===== config.mk =====
export PLATFORM = sky130hd
export DESIGN_NAME = note_scheduler
export DESIGN_NICKNAME = d
export VERILOG_FILES = /design/src/rtl/note_pkg.sv /design/src/rtl/melody_rom.sv /design/src/rtl/note_scheduler.sv
export SDC_FILE = /design/constraint.sdc
export NUM_CORES = 1
export LEC_CHECK = 0
export BUFFER_PORTS_ARGS = -buffer_cell sky130_fd_sc_hd__buf_2
export CORE_UTILIZATION = 55
export CTS_CLUSTER_DIAMETER = 50
export DETAILED_ROUTE_END_ITERATION = 7
export PLACE_DENSITY = 0.77
export SYNTH_ARGS = -nofsm -noshare
export SYNTH_HDL_FRONTEND = slang
export SYNTH_SLANG_ARGS = --single-unit

===== constraint.sdc =====
create_clock -name clk -period 3.61 [get_ports clk]
set_clock_uncertainty 0.05 [all_clocks]
set_input_delay 0.722 -clock clk [delete_from_list [all_inputs] [get_ports clk]]
set_output_delay 0.722 -clock clk [all_outputs]
set_load 0.02 [all_outputs]

===== src/rtl/note_pkg.sv =====
// rtl/note_pkg.sv - state encoding, note divisors and melody contents for the note scheduler
package note_pkg;

  typedef enum logic [1:0] {
    ST_IDLE  = 2'd0,
    ST_PLAY  = 2'd1,
    ST_GAP   = 2'd2,
    ST_PAUSE = 2'd3
  } seq_state_t;

  localparam int ROM_DEPTH = 16;

  // Each entry is {code[2:0], beats[2:0]}, written in octal so the two digits read as code/beats.
  localparam logic [5:0] MELODY [0:ROM_DEPTH-1] = '{
    6'o31, 6'o21, 6'o11, 6'o21, 6'o31, 6'o31, 6'o32, 6'o01,
    6'o21, 6'o21, 6'o22, 6'o01, 6'o31, 6'o51, 6'o52, 6'o01
  };

  function automatic logic [19:0] note_divisor(input logic [2:0] code);
    case (code)
      3'd1:    return 20'd76628;
      3'd2:    return 20'd68259;
      3'd3:    return 20'd60606;
      3'd4:    return 20'd57204;
      3'd5:    return 20'd50963;
      3'd6:    return 20'd45403;
      3'd7:    return 20'd40449;
      default: return 20'd0;
    endcase
  endfunction

endpackage


===== src/rtl/melody_rom.sv =====
// rtl/melody_rom.sv - combinational melody lookup, zero-beat entries stretched to one beat
module melody_rom (
  input  logic [3:0] idx,
  output logic [2:0] code,
  output logic [2:0] beats
);
  import note_pkg::*;

  logic [5:0] entry;

  assign entry = MELODY[idx];
  assign code  = entry[5:3];
  assign beats = (entry[2:0] == 3'd0) ? 3'd1 : entry[2:0];

endmodule


===== src/rtl/note_scheduler.sv =====
// rtl/note_scheduler.sv - melody sequencer sharing the tone divisor with the manual keys
module note_scheduler #(
  parameter int BEAT_DIV = 25_000_000,
  parameter int GAP_CYC  = 2_500_000,
  parameter int SEQ_LEN  = 16
) (
  input  logic        clk,
  input  logic        rst_n,
  input  logic [2:0]  key,
  input  logic        play_pulse,
  input  logic        stop_pulse,
  input  logic        loop_en,
  output logic [19:0] note_div,
  output logic        busy,
  output logic [3:0]  seq_idx,
  output logic [1:0]  state
);
  import note_pkg::*;

  localparam int BW = $clog2(BEAT_DIV);
  localparam int GW = $clog2(GAP_CYC + 1);
  localparam logic [BW-1:0] BEAT_LAST = BW'(BEAT_DIV - 1);
  localparam logic [GW-1:0] GAP_LAST  = GW'(GAP_CYC - 1);
  localparam logic [3:0]    LAST_IDX  = 4'(SEQ_LEN - 1);

  seq_state_t    state_q, state_d, saved_q, saved_d;
  logic [3:0]    idx_q, idx_d, next_idx, rom_idx;
  logic [BW-1:0] beat_q, beat_d;
  logic [GW-1:0] gap_q, gap_d;
  logic [2:0]    left_q, left_d;
  logic [2:0]    rom_code, rom_beats;
  logic          last_entry;

  assign last_entry = (idx_q == LAST_IDX);
  assign next_idx   = last_entry ? 4'd0 : idx_q + 4'd1;

  // GAP is silent, so the ROM can look ahead to the next entry to reload beats_left.
  assign rom_idx = (state_q == ST_GAP) ? next_idx : idx_q;

  melody_rom u_rom (
    .idx   (rom_idx),
    .code  (rom_code),
    .beats (rom_beats)
  );

  always_ff @(posedge clk or negedge rst_n) begin
    if (!rst_n) begin
      state_q <= ST_IDLE;
      saved_q <= ST_PLAY;
      idx_q   <= 4'd0;
      beat_q  <= '0;
      gap_q   <= '0;
      left_q  <= 3'd0;
    end else begin
      state_q <= state_d;
      saved_q <= saved_d;
      idx_q   <= idx_d;
      beat_q  <= beat_d;
      gap_q   <= gap_d;
      left_q  <= left_d;
    end
  end

  always_comb begin
    state_d = state_q;
    saved_d = saved_q;
    idx_d   = idx_q;
    beat_d  = beat_q;
    gap_d   = gap_q;
    left_d  = left_q;
    if (stop_pulse) begin
      state_d = ST_IDLE;
      idx_d   = 4'd0;
      beat_d  = '0;
      gap_d   = '0;
      left_d  = 3'd0;
    end else begin
      case (state_q)
        ST_IDLE: begin
          if (play_pulse) begin
            state_d = ST_PLAY;
            idx_d   = 4'd0;
            left_d  = rom_beats;
            beat_d  = '0;
          end
        end
        ST_PLAY: begin
          if (play_pulse) begin
            saved_d = ST_PLAY;
            state_d = ST_PAUSE;
          end else if (beat_q == BEAT_LAST) begin
            beat_d = '0;
            left_d = left_q - 3'd1;
            if (left_q == 3'd1) begin
              state_d = ST_GAP;
              gap_d   = '0;
            end
          end else begin
            beat_d = beat_q + 1'b1;
          end
        end
        ST_GAP: begin
          if (play_pulse) begin
            saved_d = ST_GAP;
            state_d = ST_PAUSE;
          end else if (gap_q == GAP_LAST) begin
            gap_d  = '0;
            beat_d = '0;
            if (last_entry && !loop_en) begin
              state_d = ST_IDLE;
              idx_d   = 4'd0;
              left_d  = 3'd0;
            end else begin
              state_d = ST_PLAY;
              idx_d   = next_idx;
              left_d  = rom_beats;
            end
          end else begin
            gap_d = gap_q + 1'b1;
          end
        end
        ST_PAUSE: begin
          if (play_pulse) state_d = saved_q;
        end
        default: state_d = ST_IDLE;
      endcase
    end
  end

  // Keys own the output whenever the sequencer is not sounding; lowest key wins.
  always_comb begin
    note_div = 20'd0;
    case (state_q)
      ST_PLAY: note_div = note_divisor(rom_code);
      ST_GAP:  note_div = 20'd0;
      default: begin
        if (key[0])      note_div = note_divisor(3'd1);
        else if (key[1]) note_div = note_divisor(3'd2);
        else if (key[2]) note_div = note_divisor(3'd3);
        else             note_div = 20'd0;
      end
    endcase
  end

  assign busy    = (state_q != ST_IDLE);
  assign seq_idx = idx_q;
  assign state   = state_q;

endmodule


# Word-level counts from Yosys, hierarchy flattened
# Memory sizes are Yosys's and may differ from the RTL's.
# Cells that the tools add are included.
dict set report word_totals {
  wordCells 105
  register_bits 58
  mem_count 1
  mem_bits_ro 96
}
# memory depth word_bits read_ports rd_ports_with_merged_regs write_ports line
set memory_table {}
lappend memory_table {{(name not given)} 16 6 1 0 0 melody_rom.sv:11} ;# assign entry = MELODY[idx];
dict set report op_classes {
  n_addsub 4
  mux 50
  reduce_logical 15
  magnitude_cmp 1
  eq_ne 26
  bitwise_logic 2
}
# cell n
set ops {}
lappend ops {{$mux 25} 6}
lappend ops {{$mux 22} 6}
lappend ops {{$pmux 17 s7} 1}
lappend ops {{$pmux 25 s3} 1}
lappend ops {{$pmux 22 s2} 1}
lappend ops {{$pmux 20 s2} 1}
lappend ops {{$mux 17} 2}
lappend ops {{$mux 4} 7}
lappend ops {{$add 25x1->25 const B} 1}
lappend ops {{$eq 25x25->1 const B} 1}
lappend ops {{$mux 3} 8}
lappend ops {{$add 22x1->22 const B} 1}
lappend ops {{$eq 22x22->1 const B} 1}
lappend ops {{$mux 2} 9}
lappend ops {{$ne 3x3->1 const B} 6}
lappend ops {{$mux 16} 1}
lappend ops {{$reduce_and 5->1} 3}
lappend ops {{$eq 3x3->1 const B} 4}
lappend ops {{$mux 6} 2}
lappend ops {{$pmux 3 s3} 1}
lappend ops {{$ne 4x4->1 const B} 2}
lappend ops {{$pmux 2 s4} 1}
lappend ops {{$pmux 4 s2} 1}
lappend ops {{$reduce_and 4->1} 2}
lappend ops {{other kinds (23)} 29}

# Depth between registers and ports, before layout
# Gate-level depths: netlist of the first run.
dict set report depth {
  word_depth 14
  depth_mapped 12
  mapped_depth_nobuf 10
}

# By module
# A second synthesis of the first run with hierarchy kept.
dict set report hier_totals {
  hier_cells 504
  hier_area_um2 4346.7
}
# mod area_each_um2 instances cells_each
set modules_own_cells {}
lappend modules_own_cells {note_scheduler 4196.5 1 486}
lappend modules_own_cells {melody_rom 150.1 1 18}

# Worst setup path before layout of the first run
# Ideal clock, no wire load.
dict set report synth_path {
  kind {register to output}
  from {register state_q[0] (netlist: state[0])}
  to {output port note_div[1]}
  path_buffers 2
  path_stages_with_launch 13
  required_ps 2838
  setup_slack_ps -498
  t_arrival_ps 3336
  path_cell_list {dfrtp_1 inv_1 ha_1 clkbuf_1 clkbuf_1 mux2_2 ha_1 inv_1 o21ai_0 or3_1 nand4_1 nor2_1 o31ai_1}
}
dict set report synth_between {
  elab_chain_len 9
}
# item line
set synth_rtl {}
lappend synth_rtl {{start, declared} note_scheduler.sv:26} ;# seq_state_t state_q, state_d, saved_q, saved_d;
lappend synth_rtl {{start signal, assigned} note_scheduler.sv:55} ;# state_q <= state_d;
lappend synth_rtl {{$eq 2x2->1} {note_scheduler.sv:38, note_scheduler.sv:133}}
lappend synth_rtl {{$mux 4} note_scheduler.sv:38} ;# assign rom_idx = (state_q == ST_GAP) ? next_idx : idx_q;
lappend synth_rtl {{$not 4->5 (implied by the code)} melody_rom.sv:11}
lappend synth_rtl {{$mem_v2 16x6} --}
lappend synth_rtl {{$mux 6 (implied by the code) (2 in a row)} melody_rom.sv:11}
lappend synth_rtl {{$eq 3x3->1 (tied with other cells)} note_pkg.sv:20} ;# case (code)
lappend synth_rtl {{$pmux 17 s7} note_pkg.sv:20}
lappend synth_rtl {{$pmux 20 s2 (*)} note_scheduler.sv:133} ;# case (state_q)
lappend synth_rtl {{end, declared} note_scheduler.sv:13} ;# output logic [19:0] note_div,
# Mark *: on every way between the ends. The rest lies on a longest branch, timed or not. The select of a mux whose other input is x is not followed.

# Final worst setup path of the first run
dict set report layout_path {
  from {register state_q[0] (netlist: state[0])}
  to {output port note_div[10]}
}
# Same word-level chain as after synthesis.

==> results.md, run 1 <==
* Status: completed
* Power density over the cells at 575.0 mW/mm^2
* Hold Crit Depth at 1
* Reg clk slew, reported paths at 70 ps
* Root Buffer: clkbuf_8
* Fraction of layout cells with a size suffix above 1 at 22.77%
* Switching fraction of total power at 39.94%
* Critical path fanouts, max at 5
* Vias in the first global route at 3427
* GRT Total Usage at 26.66%
* Cell Int Power at 1.640 mW
* Worst Max-Slew Pin Slew at 1037 ps
* Hold path startpoint: beat_q[14]
* Cell mode on critical path: buf_6
* Hpwl dp at 6.584 mm
* Seq pwr share at 26.7%
* DIE HEIGHT at 87.40 um
* First-pass GRT wire length at 16.01 mm
* CTS tree: built
* Maximum clock rate at 283.6 MHz
* Gate power share at 45.4%
* FFs w/ async S/R, synth at 100.0%
* Most common cell in the netlist: nor2_1
* Final Hold Fails at 0
* Worst-path cell chain: inv_4 -> ha_4 -> mux2_4 -> buf_4 -> ha_2 -> or2_2 -> nand4_1 -> buf_6 -> mux2i_2 -> o21ai_2 -> buf_6
* Most area-consuming cells after synthesis: dfrtp_1 (36%), xnor2_1 (6.8%), nor2_1 (5.6%)
* CP delay by family, top: multiplexers
* Clock latency at the later pin of the worst-skew pair at 340 ps
* Synth Cell Area at 0.004011 sq mm
* Worst Path Arrival at 2750 ps
* Worst r2r dst: beat_q[4]
* Synth area leader: dfrtp_1
* Routed vias at 3760
* Peak VDD IR at 0.4525 mV
* Clock sinks at 58
* Final number of setup-violating endpoints at 0
* Initial antenna violation count at 0
* Register area share after synthesis at 36.21%
* Clock power share at 27.9%
* Flops & latches, synth at 58
* CTS Buf Count at 9
* Worst slew margin at 30.89%
* Hold Path Sink: beat_q[14]
* Clock Tree Buf Depth at 2
* Fin crit period at 3527 ps
* Non-Filler Instances at 623
* EDFF count, synth at 0
* Iter 0 DRT Violations at 235
* Boundary pin count at 35
* Hold buffers post-CTS at 0
* Critical Path Stages at 11
* Tightest Hold Check Type: reg2reg
* Final WL at 9.741 mm
* Core area at 0.006907 sq mm
* Slowest cell on crit path: dfrtp_2
* Top FF cell, synth: dfrtp_1
* Critical path class: reg2out
* P&R area growth vs syn at 18.37%
* Yosys warning total at 0
* CP Buf/Inv Count at 4
* Final slew viol count at 0
* CP Capture Type: output port
* Grt total ovfl at 0
* Nets at 545
* Initial core utilization at 58.08%
* Worst r2r src: state[1]
* Psw at 1.091 mW
* Mean number of vias per cell at 6.035
* Die width at 87.40 um
* Maxcap violations at 0
* Crit path required time at 2840 ps
* Synth Area per Inst at 8.322 sq um
* Drt wl/cell at 15.64 um
* Post-synth top area share at 35.56%
* Seq. cell area at 0.001455 sq mm
* Synth top cells by count: nor2_1 (60), dfrtp_1 (57), o21ai_0 (44)
* Pleak at 1.966 nW
* Cells after synthesis at 482
* Die ar. at 0.007639 sq mm
* Max incr delay on CP at 430 ps
* Setup_tns at 0 ps
* H-tree depth at 3
* CP startpoint kind: register
* Antenna viol nets, final at 0
* Filler instances at 548
* Residual DRC at 0
* Unique masters post-synth at 58
* Post-Place Cells at 599
* Reg2Reg Depth at 9
* Pre-Repair DR Iteration Count at 7
* Cell Rows at 30
* Number of diodes at 0
* # port buffers at 31
* GP Congestion at 0.8790
* Period utilization at 97.69%
* Multi-input gate area at 0.002521 sq mm
* Pin count of the biggest net entering global routing at 47
* Reg2Reg Setup Slack at 660 ps
cell type report:
type,count,share of cell area (%)
clock buffers,11,3.188
clock inverters,4,2.082
well taps,96,2.530
flip-flops and latches,58,30.65
multi-input cells,386,53.10
inverters,15,1.238
repair buffers,53,7.220
kinds of logic after synthesis:
group / count (synthesis) / share of synthesized area (%)
AO/OA/AOI/OAI: 110 / 16.88
XOR/XNOR: 31 / 6.769
adder cells (fa/ha/maj): 14 / 4.367
buffers and inverters: 40 / 4.678
flip-flops: 58 / 36.21
multiplexers: 6 / 1.622
other: 1 / 0.09348
AND/OR/NAND/NOR: 222 / 29.38
layout by cell type (no fill, tap or decap), types with 5 or more instances in the layout:
| cell | synthesis | routed |
|---|---|---|
| a21oi_1 | 18 | 18 |
| a31oi_1 | 8 | 6 |
| and2_1 | 7 | 7 |
| and3_1 | 10 | 10 |
| buf_2 | 3 | 28 |
| buf_4 | 5 | 21 |
| clkbuf_8 | 0 | 11 |
| dfrtp_1 | 57 | 55 |
| ha_1 | 14 | 9 |
| inv_1 | 15 | 13 |
| nand2_1 | 40 | 40 |
| nand2b_1 | 8 | 8 |
| nand3_1 | 18 | 18 |
| nand4_1 | 13 | 13 |
| nor2_1 | 60 | 58 |
| nor2_2 | 3 | 5 |
| nor3_1 | 20 | 18 |
| nor4_1 | 6 | 6 |
| nor4_2 | 6 | 6 |
| o21ai_0 | 44 | 36 |
| o21ai_2 | 0 | 6 |
| o31ai_1 | 7 | 6 |
| or2_2 | 6 | 5 |
| or3_1 | 5 | 5 |
| xnor2_1 | 31 | 31 |
sequential cells by signal, indices dropped and copies added (netlist names):
register,flops
beat_q,25
gap_q,22
left_q,3
saved_q,2
seq_idx,4
state,2
layer usage:
layer  track usage (%)  routed length (um)  share of wire [%]  up-vias
met4             8.346                 169                1.7        0
met1             37.22                4522                 46     1815
met5                 0                   0                  0        -
li1                  -                   -                  -     1809
met2             41.26                4549                 47      115
met3             5.877                 500                5.1       21
worst max-delay path by stage:
stage	from	to
2_1_floorplan	seq_idx[0]	note_div[4]
3_3_place_gp	state[0]	note_div[10]
3_5_place_dp	state[0]	note_div[14]
4_1_cts	state[0]	note_div[14]
5_1_grt	state[0]	note_div[10]
6_report	state[0]	note_div[10]
metrics by stage:
stage | setup slack, ps | power (mW) | area (sq um) | utilization, % | hold slack [ps]
finish | 83.35 | 2.730 | 4748 | 68.75 | 432.1
global route | -9.633 | 2.883 | 4748 | 68.75 | 451.7
CTS | 3.967 | 2.665 | 4632 | 67.07 | 432.6
detailed placement | 74.85 | 1.853 | 4313 | 62.45 | 422.7
global placement | 159.8 | 1.828 | 4313 | 62.45 | 413.0
floorplan | -42.79 | 1.553 | 4079 | - | 376.4
power by group through the flow:
| stage | registers [mW] | clock network, mW | logic (mW) |
|---|---|---|---|
| after floorplan | 0.754 | 0 | 0.799 |
| after global placement | 0.739 | 0 | 1.09 |
| after detailed placement | 0.743 | 0 | 1.11 |
| after CTS | 0.729 | 0.774 | 1.16 |
| after global routing | 0.733 | 0.806 | 1.34 |
| final | 0.729 | 0.763 | 1.24 |
what timing repair did:
item,CTS,global route
buffers inserted,3,5
cloned,1,0
gates resized for setup,10,24
endpoints found under the setup margin,15,15
pin swaps,0,7
No activity file was read; power rests on OpenSTA's default activity.
==> run 2, diff against run 1 <==
--- a/config.mk
+++ b/config.mk
@@ -5,11 +5,12 @@
 export SDC_FILE = /design/constraint.sdc
 export NUM_CORES = 1
 export LEC_CHECK = 0
-export BUFFER_PORTS_ARGS = -buffer_cell sky130_fd_sc_hd__buf_2
-export CORE_UTILIZATION = 55
+export ABC_AREA = 1
+export BUFFER_PORTS_ARGS = -buffer_cell sky130_fd_sc_hd__buf_4
+export CORE_UTILIZATION = 56
 export CTS_CLUSTER_DIAMETER = 50
 export DETAILED_ROUTE_END_ITERATION = 7
-export PLACE_DENSITY = 0.77
+export PLACE_DENSITY_LB_ADDON = 0.05
 export SYNTH_ARGS = -nofsm -noshare
 export SYNTH_HDL_FRONTEND = slang
 export SYNTH_SLANG_ARGS = --single-unit
==> run 2 against run 1 <==
Utilization down 4.4 points. Sequential share of layout area is 3.4 points lower. Highest routed layer unchanged. Largest cell class unchanged. Non-clock buffer count shrank 16. Power is 1.7% higher. Final cell count is 44% higher. Sequential power grew 2%.
==> results.md, run 2 <==
* Status: completed
* Unique masters post-synth at 40
* Root Buffer: clkbuf_8
* Cells after synthesis at 764
* Post-synth top area share at 29.40%
* Cell Rows at 33
* CTS tree: built
* Hpwl dp at 9.228 mm
* Final Hold Fails at 0
* Boundary pin count at 35
* Fraction of layout cells with a size suffix above 1 at 10.97%
* CP delay by family, top: simple AND/OR/NAND/NOR gates
* Peak VDD IR at 0.4454 mV
* DIE HEIGHT at 95.09 um
* Mean number of vias per cell at 5.598
* Residual DRC at 0
* Synth top cells by count: nand2_1 (233), inv_1 (89), nor2_1 (80)
* Iter 0 DRT Violations at 269
* Setup ws final at 200.9 ps
* Core area at 0.008299 sq mm
* Pleak at 2.448 nW
* Grt total ovfl at 0
* Met3 usage at 3.828%
* Biggest register: beat_q
* # port buffers at 31
* Number of diodes at 0
* Commonest cells after routing, fill and taps aside: nand2_1 (232), inv_1 (87), nor2_1 (80)
* GP Congestion at 0.9710
* Drt wl/cell at 13.93 um
* EDFF count, synth at 0
* Synth Area per Inst at 6.351 sq um
* Antenna viol nets, final at 0
* Routed vias at 5027
* Busiest grt layer: met2
* Clock sinks at 58
* Pre-Repair DR Iteration Count at 5
* Slowest cell on crit path: dfrtp_2
* Largest register FFs at 25
* CP startpoint kind: register
* CP Capture Type: output port
* Max incr delay on CP at 450 ps
* Fin crit period at 3409 ps
* Period utilization at 94.44%
* Most area-consuming cells after synthesis: dfrtp_1 (29%), nand2_1 (18%), nand3_1 (8.0%)
* Met2 Resource Use GR at 49.40%
* Vias in the first global route at 4540
* Critical path fanouts, max at 9
* Worst slew margin at 50.14%
* Most common cell after layout, fill and taps aside: nand2_1
* Maxcap violations at 0
* Initial antenna violation count at 0
* Final WL at 12.51 mm
* Die ar. at 0.009041 sq mm
* Final number of setup-violating endpoints at 0
* Hold buffers post-CTS at 0
* Die width at 95.09 um
* Reg clk slew, reported paths at 70 ps
* H-tree depth at 3
* Most common cell in the netlist: nand2_1
* Power density over the cells at 520.0 mW/mm^2
* Register area share after synthesis at 29.94%
* CP Buf/Inv Count at 4
* Setup_tns at 0 ps
* Synth Cell Area at 0.004852 sq mm
* Worst Max-Slew Pin Slew at 747.9 ps
* Post-Place Worst Slack at 316.3 ps
* RSZ-0062 raised after global routing: no
* Clock latency at the later pin of the worst-skew pair at 340 ps
* CTS Buf Count at 9
* First-pass GRT wire length at 21.06 mm
* Synth area leader: dfrtp_1
* Initial core utilization at 58.47%
* Nets at 810
* Post-CTS setup buffers at 0
* Worst Path Arrival at 2640 ps
* FFs w/ async S/R, synth at 100.0%
* Critical path class: reg2out
* Tightest Hold Check Type: in2async
* Yosys warning total at 0
* Top FF cell, synth: dfrtp_1
* Met1 Usage GRT at 39.33%
* Maximum clock rate at 293.3 MHz
* Final design utilization at 64.31%
* Pin count of the biggest net entering global routing at 59
* Crit path required time at 2840 ps
* Worst-path cell chain: ha_1 -> nand3_2 -> nand3_2 -> nand2_2 -> inv_1 -> ha_1 -> nor2_1 -> nand2_2 -> nand3_2 -> inv_1 -> o21ai_2 -> nand2_1 -> inv_1 -> buf_4
* Clock Tree Buf Depth at 2
* GRT Total Usage at 29.74%
* Flops & latches, synth at 58
* P&R area growth vs syn at 10.01%
* Final slew viol count at 0
[run 2: final timing paths]
kind / startpoint / to / slack [ps] / cells past startpoint
max in group asynchronous: rst_n / state[0] / 2580 / 1
setup / recovery: seq_idx[0] / note_div[3] / 200 / 14
min in group clk: left_q[1] / left_q[1] / 430 / 2
hold / removal: rst_n / beat_q[8] / 380 / 1
hold reg to reg: left_q[1] / left_q[1] / 430 / 2
setup reg to reg: state[1] / gap_q[10] / 890 / 9
[run 2: final cells by class]
type	count	area [sq um]
clock buffer	11	141.4
fill	808	2962
tap	105	131.4
sequential	58	1456
multi-input combinational	591	2959
timing repair buffer	37	277.8
inverter	91	341.6
clock inverter	5	30.03
[run 2: stage by stage]
step,power [mW],area (sq um),std cells,hold WS [ps]
6_report,2.776,5338,898,384.4
3_3_place_gp,2.179,5122,882,414.4
5_1_grt,2.988,5338,898,462.2
3_5_place_dp,2.201,5122,882,414.5
2_1_floorplan,1.758,4860,766,376.4
4_1_cts,2.752,5296,898,422.2
[run 2: routing by layer]
layer,part of all wire (%),wire [um]
met5,0,0
met4,2.2,276
met1,45,5633
met2,48,5948
met3,5.2,648
[run 2: worst reg2reg max path, cell delays in order (launching register included)]
cell,delay (ps)
dfrtp_1,470
inv_1,140
ha_1,200
buf_4,200
inv_1,400
a21oi_1,130
nor2_1,230
inv_1,140
nand2_1,490
o21ai_1,150
[run 2: kinds of logic (layout without fill, tap and decap cells)]
kind of cell | after synthesis | in the layout | synth area share (%)
adders and majority gates | 14 | 14 | 3.610
buffers and inverters | 117 | 144 | 10.06
DFF | 58 | 58 | 29.94
AOI/OAI and AO/OA | 74 | 74 | 8.691
and+or+nand+nor | 481 | 481 | 44.20
xor gates and xnor gates | 19 | 19 | 3.430
other | 1 | 3 | 0.07729
[run 2: timing repair]
item / in CTS / in global routing
gates cloned: 0 / 0
resized for setup: 2 / 12
pin swaps: 0 / 0
endpoints found under the hold margin: 0 / 0
endpoints found under the setup margin: 8 / 16
[run 2: power by group]
group | switching [mW] | leakage, nW | internal [mW]
logic | 1.02 | 1.57 | 0.462
registers | 0.0484 | 0.798 | 0.693
clock network | 0.284 | 0.0851 | 0.264
total | 1.36 | 2.45 | 1.42
